===== config.mk =====
export PLATFORM = sky130hd
export DESIGN_NAME = csc_rgb_pack
export DESIGN_NICKNAME = d
export VERILOG_FILES = /design/src/rtl/csc_rgb_pack.sv
export SDC_FILE = /design/constraint.sdc
export NUM_CORES = 1
export LEC_CHECK = 0
export CAP_MARGIN = 20
export CORE_MARGIN = 1
export CORE_UTILIZATION = 50
export DETAILED_ROUTE_END_ITERATION = 16
export PLACE_DENSITY = 0.82
export SYNTH_ARGS = -nofsm -noshare
export SYNTH_HDL_FRONTEND = slang
export SYNTH_SLANG_ARGS = --single-unit

===== constraint.sdc =====
create_clock -name CLOCK_50_I -period 11.31 [get_ports CLOCK_50_I]
set_input_delay 2.262 -clock CLOCK_50_I [delete_from_list [all_inputs] [get_ports CLOCK_50_I]]
set_output_delay 2.262 -clock CLOCK_50_I [all_outputs]
set_load 0.02 [all_outputs]

===== src/rtl/csc_rgb_pack.sv =====
// csc_rgb_pack: converts one YUV pixel pair to RGB and packs the
// six bytes into three 16-bit SRAM words written to a frame buffer.
//
// Ports:
//   CLOCK_50_I       clock, rising edge
//   reset            synchronous active-high reset
//   in_valid/ready   pixel-pair handshake (ready only when idle)
//   Y_pair           {even Y, odd Y}
//   U_even, V_even   even chroma, unsigned
//   U_odd, V_odd     interpolated chroma, two's complement
//   SRAM_address     write address, wraps at end of frame
//   SRAM_write_data  packed RGB word
//   SRAM_we_n        active-low write strobe
//   frame_done       pulse during the last word of a frame
module csc_rgb_pack #(
    parameter logic [17:0] RGB_BASE    = 18'd146944,
    parameter int          FRAME_WORDS = 115200
) (
    input  logic        CLOCK_50_I,
    input  logic        reset,
    input  logic        in_valid,
    output logic        in_ready,
    input  logic [15:0] Y_pair,
    input  logic [7:0]  U_even,
    input  logic [7:0]  V_even,
    input  logic [31:0] U_odd,
    input  logic [31:0] V_odd,
    output logic [17:0] SRAM_address,
    output logic [15:0] SRAM_write_data,
    output logic        SRAM_we_n,
    output logic        frame_done
);

    localparam logic [17:0] LAST_ADDR = RGB_BASE + 18'(FRAME_WORDS - 1);

    typedef enum logic [2:0] {
        IDLE, CALC_E, CALC_O, WR0, WR1, WR2
    } state_t;

    state_t state, state_n;

    logic [7:0] y_e, u_e, v_e;
    logic [7:0] y_o, u_o, v_o;
    logic [7:0] r0, g0, b0;
    logic [7:0] r1, g1, b1;

    logic [7:0]         py, pu, pv;
    logic signed [31:0] cy, cu, cv;
    logic signed [31:0] yy, rs, gs, bs;

    logic        wr_now, wr_next;
    logic [17:0] addr_step, addr_d;

    // Interpolated chroma may over/undershoot; saturate to a byte.
    function automatic logic [7:0] clip_in(input logic signed [31:0] v);
        if (v < 0)
            return 8'd0;
        else if (v > 32'sd255)
            return 8'hFF;
        else
            return v[7:0];
    endfunction

    // Channel sums are fixed point with 16 fractional bits.
    function automatic logic [7:0] clip_ch(input logic signed [31:0] s);
        if (s[31])
            return 8'd0;
        else if (s[31:16] > 16'd255)
            return 8'hFF;
        else
            return s[23:16];
    endfunction

    always_ff @(posedge CLOCK_50_I) begin
        if (reset)
            state <= IDLE;
        else
            state <= state_n;
    end

    always_comb begin
        state_n = state;
        case (state)
            IDLE:    if (in_valid) state_n = CALC_E;
            CALC_E:  state_n = CALC_O;
            CALC_O:  state_n = WR0;
            WR0:     state_n = WR1;
            WR1:     state_n = WR2;
            WR2:     state_n = IDLE;
            default: state_n = IDLE;
        endcase
    end

    assign in_ready = (state == IDLE);

    assign wr_now  = (state == WR0) || (state == WR1) || (state == WR2);
    assign wr_next = (state_n == WR0) || (state_n == WR1) ||
                     (state_n == WR2);

    // The address register always shows the word being written, so it
    // steps on every edge that leaves a write state.
    assign addr_step = (SRAM_address == LAST_ADDR) ? RGB_BASE
                                                   : SRAM_address + 18'd1;
    assign addr_d    = wr_now ? addr_step : SRAM_address;

    // One pixel datapath shared by the even and odd calculation cycles.
    always_comb begin
        py = y_e;
        pu = u_e;
        pv = v_e;
        if (state == CALC_O) begin
            py = y_o;
            pu = u_o;
            pv = v_o;
        end
        cy = $signed({24'd0, py}) - 32'sd16;
        cu = $signed({24'd0, pu}) - 32'sd128;
        cv = $signed({24'd0, pv}) - 32'sd128;
        yy = 32'sd76284 * cy;
        rs = yy + 32'sd104595 * cv;
        gs = yy - 32'sd25624 * cu - 32'sd53281 * cv;
        bs = yy + 32'sd132251 * cu;
    end

    always_ff @(posedge CLOCK_50_I) begin
        if (reset) begin
            y_e             <= '0;
            u_e             <= '0;
            v_e             <= '0;
            y_o             <= '0;
            u_o             <= '0;
            v_o             <= '0;
            r0              <= '0;
            g0              <= '0;
            b0              <= '0;
            r1              <= '0;
            g1              <= '0;
            b1              <= '0;
            SRAM_address    <= RGB_BASE;
            SRAM_write_data <= '0;
            SRAM_we_n       <= 1'b1;
            frame_done      <= 1'b0;
        end else begin
            if (state == IDLE && in_valid) begin
                y_e <= Y_pair[15:8];
                u_e <= U_even;
                v_e <= V_even;
                y_o <= Y_pair[7:0];
                u_o <= clip_in(U_odd);
                v_o <= clip_in(V_odd);
            end
            if (state == CALC_E) begin
                r0 <= clip_ch(rs);
                g0 <= clip_ch(gs);
                b0 <= clip_ch(bs);
            end
            if (state == CALC_O) begin
                r1 <= clip_ch(rs);
                g1 <= clip_ch(gs);
                b1 <= clip_ch(bs);
            end
            SRAM_address <= addr_d;
            SRAM_we_n    <= ~wr_next;
            frame_done   <= wr_next && (addr_d == LAST_ADDR);
            // Data is loaded on entry so it lines up with the strobe.
            case (state_n)
                WR0:     SRAM_write_data <= {r0, g0};
                WR1:     SRAM_write_data <= {b0, r1};
                WR2:     SRAM_write_data <= {g1, b1};
                default: SRAM_write_data <= SRAM_write_data;
            endcase
        end
    end

endmodule


# Word level (Yosys, flattened, before mapping)
# Cells that the tools add are included.
[word_totals] elab_cells=74 register_bits=135
[op_classes] mux=18 mul=5 n_eq_ne=10 order_cmp=7 n_reduce_logical=8 add_sub_neg=8 bitwise_logic=1
[ops] cell="$mux W8" n=13
[ops] cell="$gt A32 B9 Y1 const B" n=2
[ops] cell="$lt A32 B1 Y1 const B" n=2
[ops] cell="$gt A16 B8 Y1 const B" n=3
[ops] cell="$pmux W16 S3" n=1
[ops] cell="$eq A18 B18 Y1 const B" n=2
[ops] cell="$mux W18" n=2
[ops] cell="$add A27 B28 Y29" n=1
[ops] cell="$sub A28 B26 Y29" n=1
[ops] cell="$add A27 B27 Y28" n=1
[ops] cell="$mul A19 B9 Y28 const A" n=1
[ops] cell="$sub A27 B25 Y28" n=1
[ops] cell="$mul A18 B9 Y27 const A" n=1
[ops] cell="$mul A17 B9 Y26 const A" n=1
[ops] cell="$mul A16 B9 Y25 const A" n=1
[ops] cell="$mul A13 B9 Y22 const A" n=1
[ops] cell="$add A18 B1 Y18 const B" n=1
[ops] cell="$sub A8 B8 Y9 const B" n=2
[ops] cell="$pmux W3 S5" n=1
[ops] cell="$eq A3 B3 Y1 const B" n=4
[ops] cell="$eq A3 B2 Y1 const B" n=3
[ops] cell="$sub A8 B5 Y9 const B" n=1
[ops] cell="$logic_or A1 B1 Y1" n=4
[ops] cell="$eq A3 B1 Y1 const B" n=1
[ops] cell="5 further kinds" n=6

# Depth between registers and ports, before layout
[depth] depth_word=9 depth_mapped=43 depth_no_buf=42

# Least setup slack after synthesis
# Ideal clock, no wire load.
[synth_timing] path_type="register -> register" from="reg state[2]" to="reg g0[4]" n_path_buf=3 arrival_time_ns=9.975 synth_period_minus_slack_ns=10.098 t_required_ns=11.187 setup_ns=0.123 setup_slack_ns=1.212 path_stages_with_launch=42 cell_sequence="dfxtp_1 > buf_2 > nor3b_4 > clkbuf_1 > buf_1 > mux2i_1 > inv_1 > fa_1 > inv_1 > fa_1 > inv_1 > ha_1 > inv_1 > fa_1 > inv_1 > ha_1 > ha_1 > fa_1 > [6 not listed] > a21oi_1 > xor2_1 > ha_1 > inv_1 > fa_1 > inv_1 > fa_1 > inv_1 > ha_1 > a21o_1 > a21o_1 > a21o_1 > a221oi_1 > a31oi_1 > a211o_1 > a22o_1 > a21oi_1 > o21ai_0"
[synth_via] elab_chain_cells=9 word_cells_on_any_way=16 cone_classes="add/sub: 5; mul: 3; order compare: 1; eq/ne: 2; mux: 5"
[synth_lines] element="from (decl)" line="40" rtl="state_t state, state_n;"
[synth_lines] element="from (signal assigned)" line="78" rtl="state <= state_n;"
[synth_lines] element="$eq A3 B2 Y1" line="111" rtl="if (state == CALC_O) begin"
[synth_lines] element="$mux W8" line="111"
[synth_lines] element="$sub A8 B5 Y9 / $sub A8 B8 Y9 (equally long branches)" line="116, 117"
[synth_lines] element="$mul A16 B9 Y25 / $mul A13 B9 Y22 (equally long branches)" line="119, 121"
[synth_lines] element="$sub A27 B25 Y28" line="121" rtl="gs = yy - 32'sd25624 * cu - 32'sd53281 * cv;"
[synth_lines] element="$sub A28 B26 Y29" line="121"
[synth_lines] element="$gt A16 B8 Y1" line="68" rtl="else if (s[31:16] > 16'd255)"
[synth_lines] element="$mux W8" line="68"
[synth_lines] element="$mux W8" line="66" rtl="if (s[31])"
[synth_lines] element="to (signal assigned)" line="154" rtl="g0 <= clip_ch(gs);"
[synth_lines] element="to (decl)" line="44" rtl="logic [7:0] r0, g0, b0;"
# Several ways; a longest one is shown, not always the timed one.
# A chain may end at the register's enable or synchronous reset.

# Final worst setup path
[layout_timing] from="reg state[1]" to="reg g0[4]"
# The elaborated chain is that of the path after synthesis.

==> summary.txt <==
Floorplanning
  • Starting density of the core: 50.7%
  • Die Width: 192 µm
  • Die height: 192 µm
  • Number of core rows: 69
  • Area enclosed by the die boundary: 0.0369 mm²
  • Ports placed on the boundary: 136
  • Standard cell core area: 0.0356 mm²

Logic synthesis
  • Fraction of synthesis flops using an asynchronous set or reset pin: 0%
  • Most numerous cell in the Yosys netlist: ha_1
  • Count of flip-flops with a built-in enable after synthesis: 0
  • Register area share after synthesis: 15.0%
  • Mean Syn Cell Area: 8.92 µm²
  • Adder-cell share of the synthesized area: 46.0%
  • Number of standard cells after synthesis: 2023
  • Syn Nets: 2687
  • Area contributors post-synth: ha_1, fa_1, dfxtp_1
  • Top post-synthesis cells by count: ha_1, inv_1, fa_1
  • Multiplexer area fraction after synthesis: 2.41%
  • Synth Register Bits: 135
  • Distinct cell type count of the synthesized netlist: 74
  • XOR/XNOR Fraction of Synth Area: 4.66%
  • Synthesized area: 0.0180 mm²
  • Area leader, netlist: ha_1
  • Combinational family with the most area after synthesis: adder cells
  • Share of the synthesized area in the top cell type: 27.8%
  • Count of warnings emitted by yosys: 0
  • Compound-gate portion of the synthesized area: 12.4%
  • Basic-gate share of the synthesized area counting and, or, nand and nor cells: 10.9%
  • Main synth FF type: dfxtp_1

Clock network
  • Hold_buf cts: 0
  • CTS clk-pin slew, worst paths: 0.07 ns
  • Clock tree from TritonCTS: built
  • Max Buffers Root-to-Sink: 2
  • Cell at the root of the clock tree: clkbuf_16
  • Total clock sinks: 135
  • Deepest level of the CTS H-tree: 4
  • Later-pin clock latency in the skew report: 0.43 ns
  • Number of buffers created by CTS: 17

Critical path
  • Slowest cell on the critical path: a2111oi_0
  • Crit end category: flop
  • Crit start category: flop
  • CP arrival: 10.90 ns
  • Data required time of the critical path: 11.61 ns
  • Crit Path Category: flop to flop
  • Largest stage delay, worst path: 0.63 ns
  • Critical Path Fanout Max: 10
  • Most frequent cell on the critical path: ha_1

Drt
  • ANT nets after route: 0
  • Final routed DRC violation total: 0
  • Via count normalized by instance count: 5.57
  • Routed wirelength normalized by instance count: 18.6 µm
  • DRT Pass-1 Iters: 5
  • DR iter-0 viols: 798
  • Final wirelength: 48900 µm
  • Via Count: 14700

Timing
  • Final number of hold-violating endpoints: 0
  • Unrepaired setup endpoints after global routing: false
  • Number of setup violations in the final report: 0
  • Tightest slew margin relative to the limit: 24.1%
  • Final cycle utilization of the critical path: 93.7%
  • Clock Skew: 0.0130 ns
  • Number of max-slew violations in the final report: 0
  • Minimum clock period: 10.60 ns
  • Fmax: 0.0944 GHz
  • Slew at the pin closest to its max-slew limit: 1.13 ns
  • Setup TNS: 0 ns

Place
  • Total placed instance area: 0.0200 mm²
  • Detailed Place HPWL: 41400 µm
  • Input/output buffers: 135
  • Routability Congestion: 0.959

Global route
  • First-pass GRT wire length: 76400 µm
  • Number of global-route vias before repair: 14700
  • Antenna violations before repair: 0
  • Overall Global Routing Usage: 27.0%
  • Total overflow reported by the global router: 0
  • Pin count of the biggest net entering global routing: 82

Job
  • Number of max-capacitance violations reported: 0

Cells and area
  • Summed area of non-filler cells in the final layout: 0.0206 mm²
  • Area occupied by multi-input gates: 0.0138 mm²
  • Fraction of layout cells with a size suffix above 1: 4.75%
  • Fillers: 3004
  • Area used by sequential logic in the layout: 0.00270 mm²
  • Final antenna diode count: 0
  • Number of nets in the layout: 2821
  • Synthesis-to-layout area growth: 14.4%

Run status
  • Run status: finished clean

Worst hold path
  • Hold WC Path Type: flop to flop
-- sequential cells by signal, summed over array words and instances (netlist names) --
register         count
r0                   8
SRAM_we_n            1
g1                   8
g0                   8
state                3
y_e                  8
u_o                  8
frame_done           1
SRAM_address        18
b0                   8
v_e                  8
y_o                  8
r1                   8
u_e                  8
b1                   8
SRAM_write_data     16
v_o                  8
-- per-layer routing --
metal	wire, µm	up-vias	GRT usage [%]
li1	-	7047	-
met1	20200	7065	33.4
met2	23600	476	46.6
met3	3410	75	4.40
met4	1670	0	10.5
met5	0	-	0
-- placed cells by master (no fill, tap or decap), types with 21 or more instances in the layout --
master / Yosys / final
ha_1: 401 / 401
inv_1: 370 / 370
fa_1: 164 / 164
nand2_1: 157 / 156
dfxtp_1: 135 / 135
clkdlybuf4s50_1: 0 / 134
a21oi_1: 129 / 129
nor2_1: 108 / 108
o21ai_0: 65 / 65
xnor2_1: 56 / 55
xor2_1: 40 / 39
nor3_1: 38 / 38
a21o_1: 37 / 37
mux2i_1: 34 / 31
nand3_1: 27 / 27
nor4_1: 22 / 22
buf_4: 1 / 21
-- final cells by class --
type,count,area share [%]
multi-input cells,1473,66.9
flip-flops and latches,135,13.1
repair buffers,159,7.60
inverters,371,6.75
well taps,461,2.80
clock buffers,19,2.19
clock inverters,13,0.649
-- critical path, delay by kind of cell, from the launching register on --
kind	cells	cell delay, ns
fa+ha+maj	12	4.38
compound gates	13	3.53
buf+inv	7	0.92
simple gates	3	0.67
mux	1	0.50
flops	1	0.49
-- through the flow --
| step | setup WS (ns) | instances | utilization (%) | hold slack, ns |
|---|---|---|---|---|
| after floorplan | 1.21 | 2023 | - | 0.424 |
| final | 0.711 | 2631 | 58.0 | 0.454 |
| after global placement | 0.833 | 2594 | 56.1 | 0.433 |
| after global routing | 0.0293 | 2631 | 58.0 | 0.472 |
| after detailed placement | 0.398 | 2594 | 56.1 | 0.442 |
| after CTS | 0.340 | 2626 | 57.7 | 0.455 |
-- kinds of logic after synthesis --
family | after synthesis
fa+ha+maj | 565
mux | 42
buf+inv | 415
compound gates | 345
xor+xnor | 96
simple gates | 425
flops | 135
-- final timing paths --
check	from	slack, ns	cells after the start	endpoint
max	state[1]$_SDFF_PP0_	0.71	36	g0[4]$_SDFFE_PP0P_
min	y_e[0]$_SDFFE_PP0P_	0.45	2	y_e[0]$_SDFFE_PP0P_
max reg2reg	state[1]$_SDFF_PP0_	0.71	36	g0[4]$_SDFFE_PP0P_
min reg2reg	y_e[0]$_SDFFE_PP0P_	0.45	2	y_e[0]$_SDFFE_PP0P_
-- repair_timing --
item                       CTS  global route
gates resized for setup      0             3
setup buffers                0             3
setup endpoints to repair    0            31
Power is not shown: default switching activity piles up to over one toggle a cycle in this logic, so the estimate is an artifact.
